File: src/rtl/alu_control_pipe_if.sv
// Handshake and decode bus between the control unit, the ALU control pipe and the execute stage.
interface alu_control_pipe_if #(
    parameter int CTRL_W = 4,
    parameter int TAG_W  = 5,
    parameter int ERR_W  = 8
);
    logic              in_valid;
    logic              in_ready;
    logic [1:0]        ALUOp;
    logic [6:0]        funct7;
    logic [2:0]        funct3;
    logic [TAG_W-1:0]  in_tag;
    logic              out_valid;
    logic              out_ready;
    logic [CTRL_W-1:0] saida;
    logic              out_illegal;
    logic [TAG_W-1:0]  out_tag;
    logic [ERR_W-1:0]  err_count;

    modport master (
        output in_valid, ALUOp, funct7, funct3, in_tag, out_ready,
        input  in_ready, out_valid, saida, out_illegal, out_tag, err_count
    );

    modport slave (
        input  in_valid, ALUOp, funct7, funct3, in_tag, out_ready,
        output in_ready, out_valid, saida, out_illegal, out_tag, err_count
    );
endinterface

File: src/rtl/alu_control_pipe.sv
// Pipelined RISC-V ALU control decoder, STAGES cycles latency, one decode per cycle.
// Backpressure stalls every stage at once while out_valid && !out_ready; flush drops all in-flight entries.
module alu_control_pipe #(
    parameter int STAGES   = 1,
    parameter int CTRL_W   = 4,
    parameter int ENABLE_M = 0,
    parameter int TAG_W    = 5,
    parameter int ERR_W    = 8
) (
    input  logic             clock,
    input  logic             reset,
    input  logic             flush,
    alu_control_pipe_if.slave bus
);

    localparam logic [CTRL_W-1:0] OP_AND  = CTRL_W'(4'b0000);
    localparam logic [CTRL_W-1:0] OP_OR   = CTRL_W'(4'b0001);
    localparam logic [CTRL_W-1:0] OP_ADD  = CTRL_W'(4'b0010);
    localparam logic [CTRL_W-1:0] OP_SLL  = CTRL_W'(4'b0011);
    localparam logic [CTRL_W-1:0] OP_XOR  = CTRL_W'(4'b0100);
    localparam logic [CTRL_W-1:0] OP_SRL  = CTRL_W'(4'b0101);
    localparam logic [CTRL_W-1:0] OP_SUB  = CTRL_W'(4'b0110);
    localparam logic [CTRL_W-1:0] OP_SLT  = CTRL_W'(4'b0111);
    localparam logic [CTRL_W-1:0] OP_SLTU = CTRL_W'(4'b1000);
    localparam logic [CTRL_W-1:0] OP_SRA  = CTRL_W'(4'b1001);

    localparam logic [6:0] F7_BASE = 7'b0000000;
    localparam logic [6:0] F7_ALT  = 7'b0100000;
    localparam logic [6:0] F7_MEXT = 7'b0000001;

    logic [CTRL_W-1:0] dec_op;
    logic              dec_ill;

    always_comb begin
        dec_op  = OP_ADD;
        dec_ill = 1'b0;
        case (bus.ALUOp)
            2'b00: dec_op = OP_ADD;
            2'b01: begin
                case (bus.funct3)
                    3'b000, 3'b001: dec_op = OP_SUB;
                    3'b100, 3'b101: dec_op = OP_SLT;
                    3'b110, 3'b111: dec_op = OP_SLTU;
                    default:        dec_ill = 1'b1;
                endcase
            end
            2'b10: begin
                if (bus.funct7 == F7_BASE) begin
                    case (bus.funct3)
                        3'b000:  dec_op = OP_ADD;
                        3'b001:  dec_op = OP_SLL;
                        3'b010:  dec_op = OP_SLT;
                        3'b011:  dec_op = OP_SLTU;
                        3'b100:  dec_op = OP_XOR;
                        3'b101:  dec_op = OP_SRL;
                        3'b110:  dec_op = OP_OR;
                        default: dec_op = OP_AND;
                    endcase
                end else if (bus.funct7 == F7_ALT) begin
                    case (bus.funct3)
                        3'b000:  dec_op = OP_SUB;
                        3'b101:  dec_op = OP_SRA;
                        default: dec_ill = 1'b1;
                    endcase
                end else if (bus.funct7 == F7_MEXT && ENABLE_M != 0) begin
                    // M ops are 1_0fff: MUL..REMU follow funct3 directly
                    dec_op = CTRL_W'({2'b10, bus.funct3});
                end else begin
                    dec_ill = 1'b1;
                end
            end
            default: begin
                case (bus.funct3)
                    3'b000: dec_op = OP_ADD;
                    3'b010: dec_op = OP_SLT;
                    3'b011: dec_op = OP_SLTU;
                    3'b100: dec_op = OP_XOR;
                    3'b110: dec_op = OP_OR;
                    3'b111: dec_op = OP_AND;
                    3'b001: begin
                        if (bus.funct7 == F7_BASE) dec_op = OP_SLL;
                        else                       dec_ill = 1'b1;
                    end
                    default: begin
                        if (bus.funct7 == F7_BASE)     dec_op = OP_SRL;
                        else if (bus.funct7 == F7_ALT) dec_op = OP_SRA;
                        else                           dec_ill = 1'b1;
                    end
                endcase
            end
        endcase
        if (dec_ill) dec_op = '0;
    end

    logic [STAGES-1:0] vld_q;
    logic [STAGES-1:0] ill_q;
    logic [CTRL_W-1:0] op_q  [STAGES];
    logic [TAG_W-1:0]  tag_q [STAGES];
    logic [ERR_W-1:0]  err_q;
    logic              advance;
    logic              deliver_ill;

    assign advance      = !vld_q[STAGES-1] || bus.out_ready;
    assign bus.in_ready = advance && !flush;

    always_ff @(posedge clock or posedge reset) begin
        if (reset) begin
            vld_q <= '0;
            ill_q <= '0;
            for (int i = 0; i < STAGES; i++) begin
                op_q[i]  <= '0;
                tag_q[i] <= '0;
            end
        end else if (flush) begin
            vld_q <= '0;
        end else if (advance) begin
            vld_q[0] <= bus.in_valid;
            ill_q[0] <= dec_ill;
            op_q[0]  <= dec_op;
            tag_q[0] <= bus.in_tag;
            for (int i = 1; i < STAGES; i++) begin
                vld_q[i] <= vld_q[i-1];
                ill_q[i] <= ill_q[i-1];
                op_q[i]  <= op_q[i-1];
                tag_q[i] <= tag_q[i-1];
            end
        end
    end

    // A flushed handshake is dropped, so it must not be counted either
    assign deliver_ill = !flush && vld_q[STAGES-1] && bus.out_ready && ill_q[STAGES-1];

    always_ff @(posedge clock or posedge reset) begin
        if (reset) begin
            err_q <= '0;
        end else if (deliver_ill && err_q != {ERR_W{1'b1}}) begin
            err_q <= err_q + ERR_W'(1);
        end
    end

    assign bus.out_valid   = vld_q[STAGES-1];
    assign bus.saida       = op_q[STAGES-1];
    assign bus.out_illegal = ill_q[STAGES-1];
    assign bus.out_tag     = tag_q[STAGES-1];
    assign bus.err_count   = err_q;

endmodule

File: src/flat_wrapper.sv
// flat-port wrapper written by rule: the top's interface ports become plain ports
module alu_control_pipe_flat 
#(
    parameter int STAGES   = 1,
    parameter int CTRL_W   = 4,
    parameter int ENABLE_M = 0,
    parameter int TAG_W    = 5,
    parameter int ERR_W    = 8
)
  (clock, reset, flush, bus_in_valid, bus_ALUOp, bus_funct7, bus_funct3, bus_in_tag, bus_out_ready, bus_in_ready, bus_out_valid, bus_saida, bus_out_illegal, bus_out_tag, bus_err_count);
  alu_control_pipe_if #(.CTRL_W(CTRL_W), .TAG_W(TAG_W), .ERR_W(ERR_W)) bus_i ();
  input  logic clock;
  input  logic reset;
  input  logic flush;
  input wire logic [$bits(bus_i.in_valid)-1:0] bus_in_valid;
  input wire logic [$bits(bus_i.ALUOp)-1:0] bus_ALUOp;
  input wire logic [$bits(bus_i.funct7)-1:0] bus_funct7;
  input wire logic [$bits(bus_i.funct3)-1:0] bus_funct3;
  input wire logic [$bits(bus_i.in_tag)-1:0] bus_in_tag;
  input wire logic [$bits(bus_i.out_ready)-1:0] bus_out_ready;
  output wire logic [$bits(bus_i.in_ready)-1:0] bus_in_ready;
  output wire logic [$bits(bus_i.out_valid)-1:0] bus_out_valid;
  output wire logic [$bits(bus_i.saida)-1:0] bus_saida;
  output wire logic [$bits(bus_i.out_illegal)-1:0] bus_out_illegal;
  output wire logic [$bits(bus_i.out_tag)-1:0] bus_out_tag;
  output wire logic [$bits(bus_i.err_count)-1:0] bus_err_count;
  assign bus_i.in_valid = bus_in_valid;
  assign bus_i.ALUOp = bus_ALUOp;
  assign bus_i.funct7 = bus_funct7;
  assign bus_i.funct3 = bus_funct3;
  assign bus_i.in_tag = bus_in_tag;
  assign bus_i.out_ready = bus_out_ready;
  assign bus_in_ready = bus_i.in_ready;
  assign bus_out_valid = bus_i.out_valid;
  assign bus_saida = bus_i.saida;
  assign bus_out_illegal = bus_i.out_illegal;
  assign bus_out_tag = bus_i.out_tag;
  assign bus_err_count = bus_i.err_count;
  alu_control_pipe #(.STAGES(STAGES), .CTRL_W(CTRL_W), .ENABLE_M(ENABLE_M), .TAG_W(TAG_W), .ERR_W(ERR_W)) u_core (.clock(clock), .reset(reset), .flush(flush), .bus(bus_i));
endmodule
File: config.mk
export PLATFORM = sky130hd
export DESIGN_NAME = alu_control_pipe_flat
export DESIGN_NICKNAME = d
export VERILOG_FILES = /design/src/rtl/alu_control_pipe_if.sv /design/src/rtl/alu_control_pipe.sv /design/src/flat_wrapper.sv
export SDC_FILE = /design/constraint.sdc
export NUM_CORES = 1
export LEC_CHECK = 0
export ABC_AREA = 1
export BUFFER_PORTS_ARGS = -buffer_cell sky130_fd_sc_hd__buf_2
export CAP_MARGIN = 20
export CELL_PAD_IN_SITES_DETAIL_PLACEMENT = 1
export CELL_PAD_IN_SITES_GLOBAL_PLACEMENT = 1
export CORE_ASPECT_RATIO = 0.5
export CORE_MARGIN = 2
export CORE_UTILIZATION = 34
export DETAILED_ROUTE_END_ITERATION = 8
export HOLD_SLACK_MARGIN = 0.12
export PLACE_DENSITY = 0.9
export SETUP_SLACK_MARGIN = 0.05
export SLEW_MARGIN = 20
export SYNTH_ARGS = -nofsm -noshare
export SYNTH_HDL_FRONTEND = slang
export SYNTH_SLANG_ARGS = --single-unit
File: constraint.sdc
create_clock -name clock -period 1.8 [get_ports clock]
set_clock_uncertainty 0.1 [all_clocks]
set_input_delay 0.18 -clock clock [delete_from_list [all_inputs] [get_ports clock]]
set_output_delay 0.18 -clock clock [all_outputs]
set_load 0.05 [all_outputs]
### After elaboration in Yosys (flattened, before gate mapping)

Index checks and enable logic that the tools add are counted.

* register bits: 19
* bits in latches: 0
* memory bits (writable): 0
* memory bits (read-only): 0
* bits of input ports: 22
* word-level logic and storage cells: 59
* memories kept: 0

* $add $sub $neg: 1
* multiply operators: 0
* div/mod/pow operators: 0
* $lt $le $gt $ge: 0
* equal/unequal tests: 11
* shift operators: 0
* muxes and demuxes: 22
* bitwise operators: 1
* reductions and logical operators: 19

Operators with widths (count)
* case mux 4 bit (7 select lines): 2
* case mux 4 bit (3 select lines): 2
* 2-to-1 mux 4 bit: 5
* equality test 3 bit, second input constant: 4
* OR reduction 6 bit: 2
* 2-to-1 mux 1 bit: 10
* adder 8 x 1 -> 8 bit, second input constant: 1
* != test 8 bit, second input constant: 1
* case mux 4 bit (2 select lines): 1
* OR reduction 2 bit: 4
* equality test 7 x 6 -> 1 bit, second input constant: 1
* zero test 7 bit: 1
* equality test 3 x 2 -> 1 bit, second input constant: 2
* logical AND 1 bit: 5
* equality test 3 x 1 -> 1 bit, second input constant: 1
* zero test 3 bit: 1
* case mux 1 bit (3 select lines): 1
* equality test 2 x 1 -> 1 bit, second input constant: 1
* equality test 2 bit, second input constant: 1
* zero test 1 bit: 2
* zero test 2 bit: 1
* case mux 1 bit (2 select lines): 1
* AND reduction 2 bit: 1
* nonzero test 2 bit: 1
* other kinds (2): 2

### Logic depth before layout (Yosys ltp)

Gate-level depths: netlist of the first run.

* depth in word-level cells: 7
* mapped depth: 10
* gate-level depth less buffers: 10

### Worst setup path after synthesis of the first run

No wires, ideal clock.

* path kind: flip-flop to flip-flop
* start: reg u_core.err_q[1], in the netlist u_core.bus.err_count[1]
* end: reg u_core.err_q[2], in the netlist u_core.bus.err_count[2]
* arrival: 1543 ps
* required time: 1557 ps
* setup slack: 14 ps
* cell stages (with the launch flop): 9
* period minus slack after synthesis: 1786 ps
* cells stage by stage: dfrtp_1 ha_1 nand3_1 nor2_1 nand3_1 nand2_2 inv_2 nand2_1 xnor2_1

* word-level cells in the longest chain between the ends: 2
* elaborated cells between the ends (all ways): 3
* those cells by class: add/sub (1); eq/ne (1); reduce/logical (1)

Ends and longest elaborated chain
* from (decl): line alu_control_pipe.sv:99 `logic [ERR_W-1:0] err_q;`
* from (signal assigned): line alu_control_pipe.sv:137 `err_q <= err_q + ERR_W'(1);`
* branches (longest 2 deep; another with adder 8 x 1 -> 8 bit)

Several ways; the timed one is not identified.
A chain may end at the register's enable or synchronous reset.

### Worst setup path in the final report of the first run

* start: reg u_core.vld_q, in the netlist u_core.bus.out_valid
* end: out bus_in_ready

* word-level cells in the longest chain between the ends: 3

Ends and longest elaborated chain
* from (decl): line alu_control_pipe.sv:95 `logic [STAGES-1:0] vld_q;`
* from (signal, indexed assignment): line alu_control_pipe.sv:122 `vld_q[i] <= vld_q[i-1];`
* zero test 1 bit: line alu_control_pipe.sv:103 `assign advance = !vld_q[STAGES-1] || bus.out_ready;`
* logical OR 1 bit: line alu_control_pipe.sv:103
* logical AND 1 bit: line alu_control_pipe.sv:104 `assign bus.in_ready = advance && !flush;`
* to (decl): line flat_wrapper.sv:21 `output wire logic [$bits(bus_i.in_ready)-1:0] bus_in_ready;`

No other way between the ends.

==> results.yml, run 1 <==
run_status:
  status: "completed"
cts:
  cts_tree: "built"
  clk_pin_slew_ns: 0.07
  cts_buffer_depth: 2
  clk_latency_ns: 0.26
  cts_buffers: 3
  cts_setup_buffers: 0
  root_buffer: "clkbuf_8"
  cts_sinks: 19
  cts_max_level: 1
sta:
  period_share_pct: 86.8
  rsz0062_at_grt: "false"
  hold_ws_ns: 0.225
  setup_tns_ns: 0
  min_period_ns: 1.56
  max_freq_ghz: 0.640
  finalSetupViolCount: 0
  drv_slew: 0
  relSlewSlack_pct: 75.0
  tightest_slew_ns: 0.374
  hold_violations: 0
global_routing:
  grtUsageTotal_pct: 18.9
  grt_max_degree: 11
  grt_pass1_vias: 1327
  grt-ovfl-total: 0
  grt_pass1_wl_mm: 5.89
  antenna_found_initial: 0
place:
  io_buffer_count: 41
  hpwl_mm: 2.72
  routabilityCongestion: 0.818
routing:
  drt.antenna.violating_nets: 0
  via_per_inst: 4.80
  vias: 1355
  drc: 0
  routed_wl_mm: 3.63
  wl_per_cell_um: 12.9
  firstDrtPassIters: 4
  first_iter_violations: 26
worst_setup_path:
  cp_slowest_cell: "dfrtp_1"
  reg2regPathDepth: 8
  critical_path_class: "flop to output pin"
  required_ns: 1.52
  cp-start-kind: "flop"
  slowest_delay_ns: 0.41
  end_kind: "output pin"
  path_cells: "nand2_1, nand2_2, clkinv_4, clkbuf_4"
  path_max_fanout: 9
  crit_arrival_ns: 1.28
yosys:
  yosysTopAreaCell: "dfrtp_1"
  ys_warn_count: 0
  ys_seq_elements: 19
  synth_cell_types: 23
  syn_area_um2: 1220
  ys_seq_area_share_pct: 38.9
  netlist_instances: 175
  synth_nets: 198
  synthTopCellsByArea: "dfrtp_1 39%, nand2_1 22%, nand3_1 8.2%"
  avgSynthCellArea_um2: 6.99
  yosys.area.top_type_share_pct: 38.9
pwr:
  p_seq_share_pct: 39.2
  p_int_w: 0.000788
  p_clk_share_pct: 22.2
  powerDensity_nw_per_um2: 827
  p_total_w: 0.00137
  comb_power_share_pct: 38.6
  p_sw_w: 0.000582
  p_sw_share_pct: 42.5
  leakagePower_nw: 0.916
  vdd_drop_max_mv: 0.228
floorplan:
  die-area_um2: 4120
  rows: 15
  coreArea_um2: 3430
  die_w_um: 88.8
  floorplan.initialDensity_pct: 35.6
  dieHeight_um: 46.4
  num_io_pins: 42
layout:
  area_delta_synth_final_pct: 35.3
  nNetsFinal: 255
  fillers: 470
  final_util_pct: 48.2
  multiInputGateArea_um2: 662
  drive_gt1_share_pct: 29.0
  regArea_um2: 478
  diodes: 0
min_path:
  hold_path_depth: 5
  hp-class: "input pin to flop"
job:
  cap_violations: 0
[cell type report]
| cell class | instances | area share, % |
|---|---|---|
| tap | 51 | 3.85 |
| inverter | 21 | 5.06 |
| multi-input combinational | 134 | 40.0 |
| timing repair buffer | 53 | 19.5 |
| sequential | 19 | 28.9 |
| clock buffer | 4 | 2.72 |
[metrics by stage]
stage | instance area (um^2) | instances | setup slack [ns]
after floorplan | 1230 | 175 | 0.174
after global routing | 1660 | 282 | 0.123
after CTS | 1650 | 282 | 0.140
final | 1660 | 282 | 0.237
after detailed placement | 1510 | 268 | 0.244
after global placement | 1510 | 268 | 0.338
[critical path, delay by kind of cell, from the launching register on]
family / cells / cell delay (ns)
buf+inv: 2 / 0.35
flops: 1 / 0.41
simple gates: 2 / 0.25
[worst paths after layout]
path,start,end,slack (ns)
max,u_core.bus.out_valid,bus_in_ready,0.24
min,bus_ALUOp[1],u_core.bus.saida[2],0.22
max reg2reg,u_core.bus.err_count[0],u_core.bus.err_count[3],0.24
min reg2reg,u_core.bus.out_tag[2],u_core.bus.out_tag[2],0.37
max in group asynchronous,reset,u_core.bus.err_count[1],0.79
min in group asynchronous,reset,u_core.bus.out_tag[4],0.33
[power groups by stage]
stage / Sequential (W) / Combinational, W / Clock (W)
2_1_floorplan: 0.000748 / 0.000157 / 0
3_3_place_gp: 0.000539 / 0.000496 / 0
3_5_place_dp: 0.000544 / 0.000512 / 0
4_1_cts: 0.000536 / 0.000531 / 0.000312
5_1_grt: 0.000543 / 0.000570 / 0.000329
6_report: 0.000536 / 0.000529 / 0.000304
[cell usage in the layout (no fill, tap or decap), types with 2 or more instances in the layout]
cell           instances
nor2_2                 2
buf_4                  2
o21ai_1                2
inv_1                 14
inv_2                  6
nand4_1                3
buf_2                 40
nand2_1               71
nor2_1                 9
nand3_2                2
xnor2_1                5
clkbuf_8               3
nand2_2                4
dfrtp_1               17
nor3_1                 3
xor2_1                 2
nand3_1               20
nor2_4                 2
dlygate4sd3_1         10
o21ai_0                4
dfrtp_2                2
[routing by layer]
layer / GRT usage, % / share of wire [%] / wire, um / up-vias
li1: - / - / - / 663
met1: 21.9 / 43 / 1560 / 647
met2: 34.6 / 50 / 1830 / 34
met3: 4.66 / 4.2 / 151 / 11
met4: 7.27 / 2.4 / 87 / 0
met5: 0 / 0 / 0 / -
[sequential cells by signal, indices dropped and copies added, names as in the netlist]
signal                  count
u_core.bus.saida            4
u_core.bus.out_illegal      1
u_core.bus.out_valid        1
u_core.bus.err_count        8
u_core.bus.out_tag          5
[Yosys cell counts (all sizes together)]
master / instances
clkinv: 1
a21oi: 1
ha: 1
nand2: 76
nand4: 3
xnor2: 5
dfrtp: 19
nand3b: 1
nand3: 22
o21ai: 6
inv: 20
nor2: 14
buf: 1
xor2: 2
nor3: 3
[logic make-up after synthesis]
kind of cell / count (synthesis) / share of synthesized area (%)
compound gates: 7 / 2.86
xor+xnor: 7 / 5.01
simple gates: 119 / 45.0
fa+ha+maj: 1 / 1.02
flops: 19 / 38.9
buf+inv: 22 / 7.26
[repair_timing]
item	in CTS	in global routing
resized for setup	0	2
endpoints found under the setup margin	0	1
hold buffers	10	0
hold endpoints to repair	15	0
Power figures use the tool's default switching activity.
==> run 2: changes to the inputs <==
--- a/config.mk
+++ b/config.mk
@@ -15,7 +15,7 @@
 export CORE_UTILIZATION = 34
 export DETAILED_ROUTE_END_ITERATION = 8
 export HOLD_SLACK_MARGIN = 0.12
-export PLACE_DENSITY = 0.9
+export PLACE_DENSITY = 0.86
 export SETUP_SLACK_MARGIN = 0.05
 export SLEW_MARGIN = 20
 export SYNTH_ARGS = -nofsm -noshare
==> run 2 against run 1 <==
Net effect:
- clock power up 2%
- routed wire length fell by 2.4%
- fmax down 2.6%
- total power rose by 0.22%
- sequential share of layout area increased by 0.44 points
- critical path type unchanged
- largest power group unchanged
- highest routed layer unchanged
==> results.yml, run 2 (same netlist as run 1, synthesis figures left out) <==
pwr:
  leakagePower_nw: 0.912
  vdd_drop_max_mv: 0.287
  p_total_w: 0.00137
  powerDensity_nw_per_um2: 842
sta:
  max_freq_ghz: 0.623
  tightest_slew_ns: 0.258
  relSlewSlack_pct: 82.8
  min_period_ns: 1.61
  period_share_pct: 89.2
  drv_slew: 0
  rsz0062_at_grt: "false"
  hold_violations: 0
  finalSetupViolCount: 0
  setup_tns_ns: 0
place:
  hpwl_mm: 2.59
  routabilityCongestion: 0.825
  postPlaceCellArea_um2: 1510
  post-place-cells: 268
  io_buffer_count: 41
cts:
  cts_tree: "built"
  cts_setup_buffers: 0
  cts_sinks: 19
  cts_buffers: 3
  cts_max_level: 1
  ctsHoldBuffers: 8
  cts_buffer_depth: 2
  root_buffer: "clkbuf_8"
  ctsResizeCount: 0
  clk_pin_slew_ns: 0.07
  clk_latency_ns: 0.27
global_routing:
  grt-ovfl-total: 0
  grt_pass1_vias: 1237
  grtUsageTotal_pct: 18.8
  grt_pass1_wl_mm: 5.71
  grt_max_degree: 20
  antenna_found_initial: 0
worst_setup_path:
  cp-start-kind: "flop"
  crit_arrival_ns: 1.33
  required_ns: 1.52
  path_max_fanout: 9
  end_kind: "output pin"
  critical_path_class: "flop to output pin"
routing:
  via_per_inst: 4.64
  drc: 0
  drt.antenna.violating_nets: 0
  first_iter_violations: 30
  firstDrtPassIters: 4
  vias: 1299
  wl_per_cell_um: 12.7
  routed_wl_mm: 3.54
layout:
  largest_register_ffs: 8
  final_area_um2: 1630
  diodes: 0
  final_cell_mix: "72 x nand2_1, 41 x buf_2, 20 x nand3_1, 17 x dfrtp_1, 14 x inv_1"
  nNetsFinal: 253
  fin_cells: 280
  fillers: 475
  area_delta_synth_final_pct: 33.2
  drive_gt1_share_pct: 28.8
  multiInputGateArea_um2: 659
  regArea_um2: 478
  layout_commonest_cell: "nand2_1"
job:
  cap_violations: 0
floorplan:
  dieHeight_um: 46.4
  die-area_um2: 4120
  floorplan.initialDensity_pct: 35.6
  num_io_pins: 42
  die_w_um: 88.8
  rows: 15
  coreArea_um2: 3430
min_path:
  hp-class: "input pin to flop"
run_status:
  status: "completed"
==> run 2: report_power, final <==
| group | leakage [nW] | total (W) | internal, W | switching [W] |
|---|---|---|---|---|
| clock | 0.0228 | 0.000309 | 0.000158 | 0.000151 |
| combinational | 0.647 | 0.000523 | 0.000138 | 0.000385 |
| sequential | 0.242 | 0.000540 | 0.000489 | 0.0000506 |
==> run 2: critical path, stage by stage (launching register included) <==
cell and delay [ns]:
dfrtp_1 0.40, nand2_1 0.09, nand2_1 0.17, clkinv_4 0.13
buf_2 0.27
==> run 2: routing by layer <==
| layer | part of all wire [%] | vias to the layer above | track usage, % | wire [um] |
|---|---|---|---|---|
| li1 | - | 657 | - | - |
| met1 | 44 | 612 | 21.6 | 1540 |
| met2 | 52 | 26 | 36.0 | 1840 |
| met3 | 3.6 | 4 | 4.84 | 129 |
| met4 | 1.0 | 0 | 4.24 | 36 |
| met5 | 0 | - | 0 | 0 |
==> run 2: final timing paths <==
| check | start | slack (ns) | end | cells past startpoint |
|---|---|---|---|---|
| setup / recovery | u_core.bus.out_valid | 0.19 | bus_in_ready | 4 |
| hold / removal | bus_ALUOp[1] | 0.22 | u_core.bus.saida[2] | 5 |
| setup reg to reg | u_core.bus.err_count[1] | 0.26 | u_core.bus.err_count[6] | 8 |
| hold reg to reg | u_core.bus.saida[1] | 0.38 | u_core.bus.saida[1] | 2 |
| max in group asynchronous | reset | 1.02 | u_core.bus.err_count[1] | 4 |
| min in group asynchronous | reset | 0.36 | u_core.bus.err_count[6] | 4 |
==> run 2: cell type report <==
class	count	share of cell area (%)
Clock buffer	4	2.76
Inverter	21	5.14
Multi-Input combinational cell	134	40.4
Sequential cell	19	29.3
Tap cell	51	3.91
Timing Repair Buffer	51	18.4
==> run 2: stage by stage <==
| stage | hold slack (ns) | util (%) | setup slack (ns) |
|---|---|---|---|
| 2_1_floorplan | 0.0310 | - | 0.174 |
| 3_3_place_gp | 0.110 | 43.8 | 0.338 |
| 3_5_place_dp | 0.115 | 43.8 | 0.272 |
| 4_1_cts | 0.220 | 47.5 | 0.180 |
| 5_1_grt | 0.255 | 47.5 | 0.119 |
| 6_report | 0.220 | 47.5 | 0.195 |
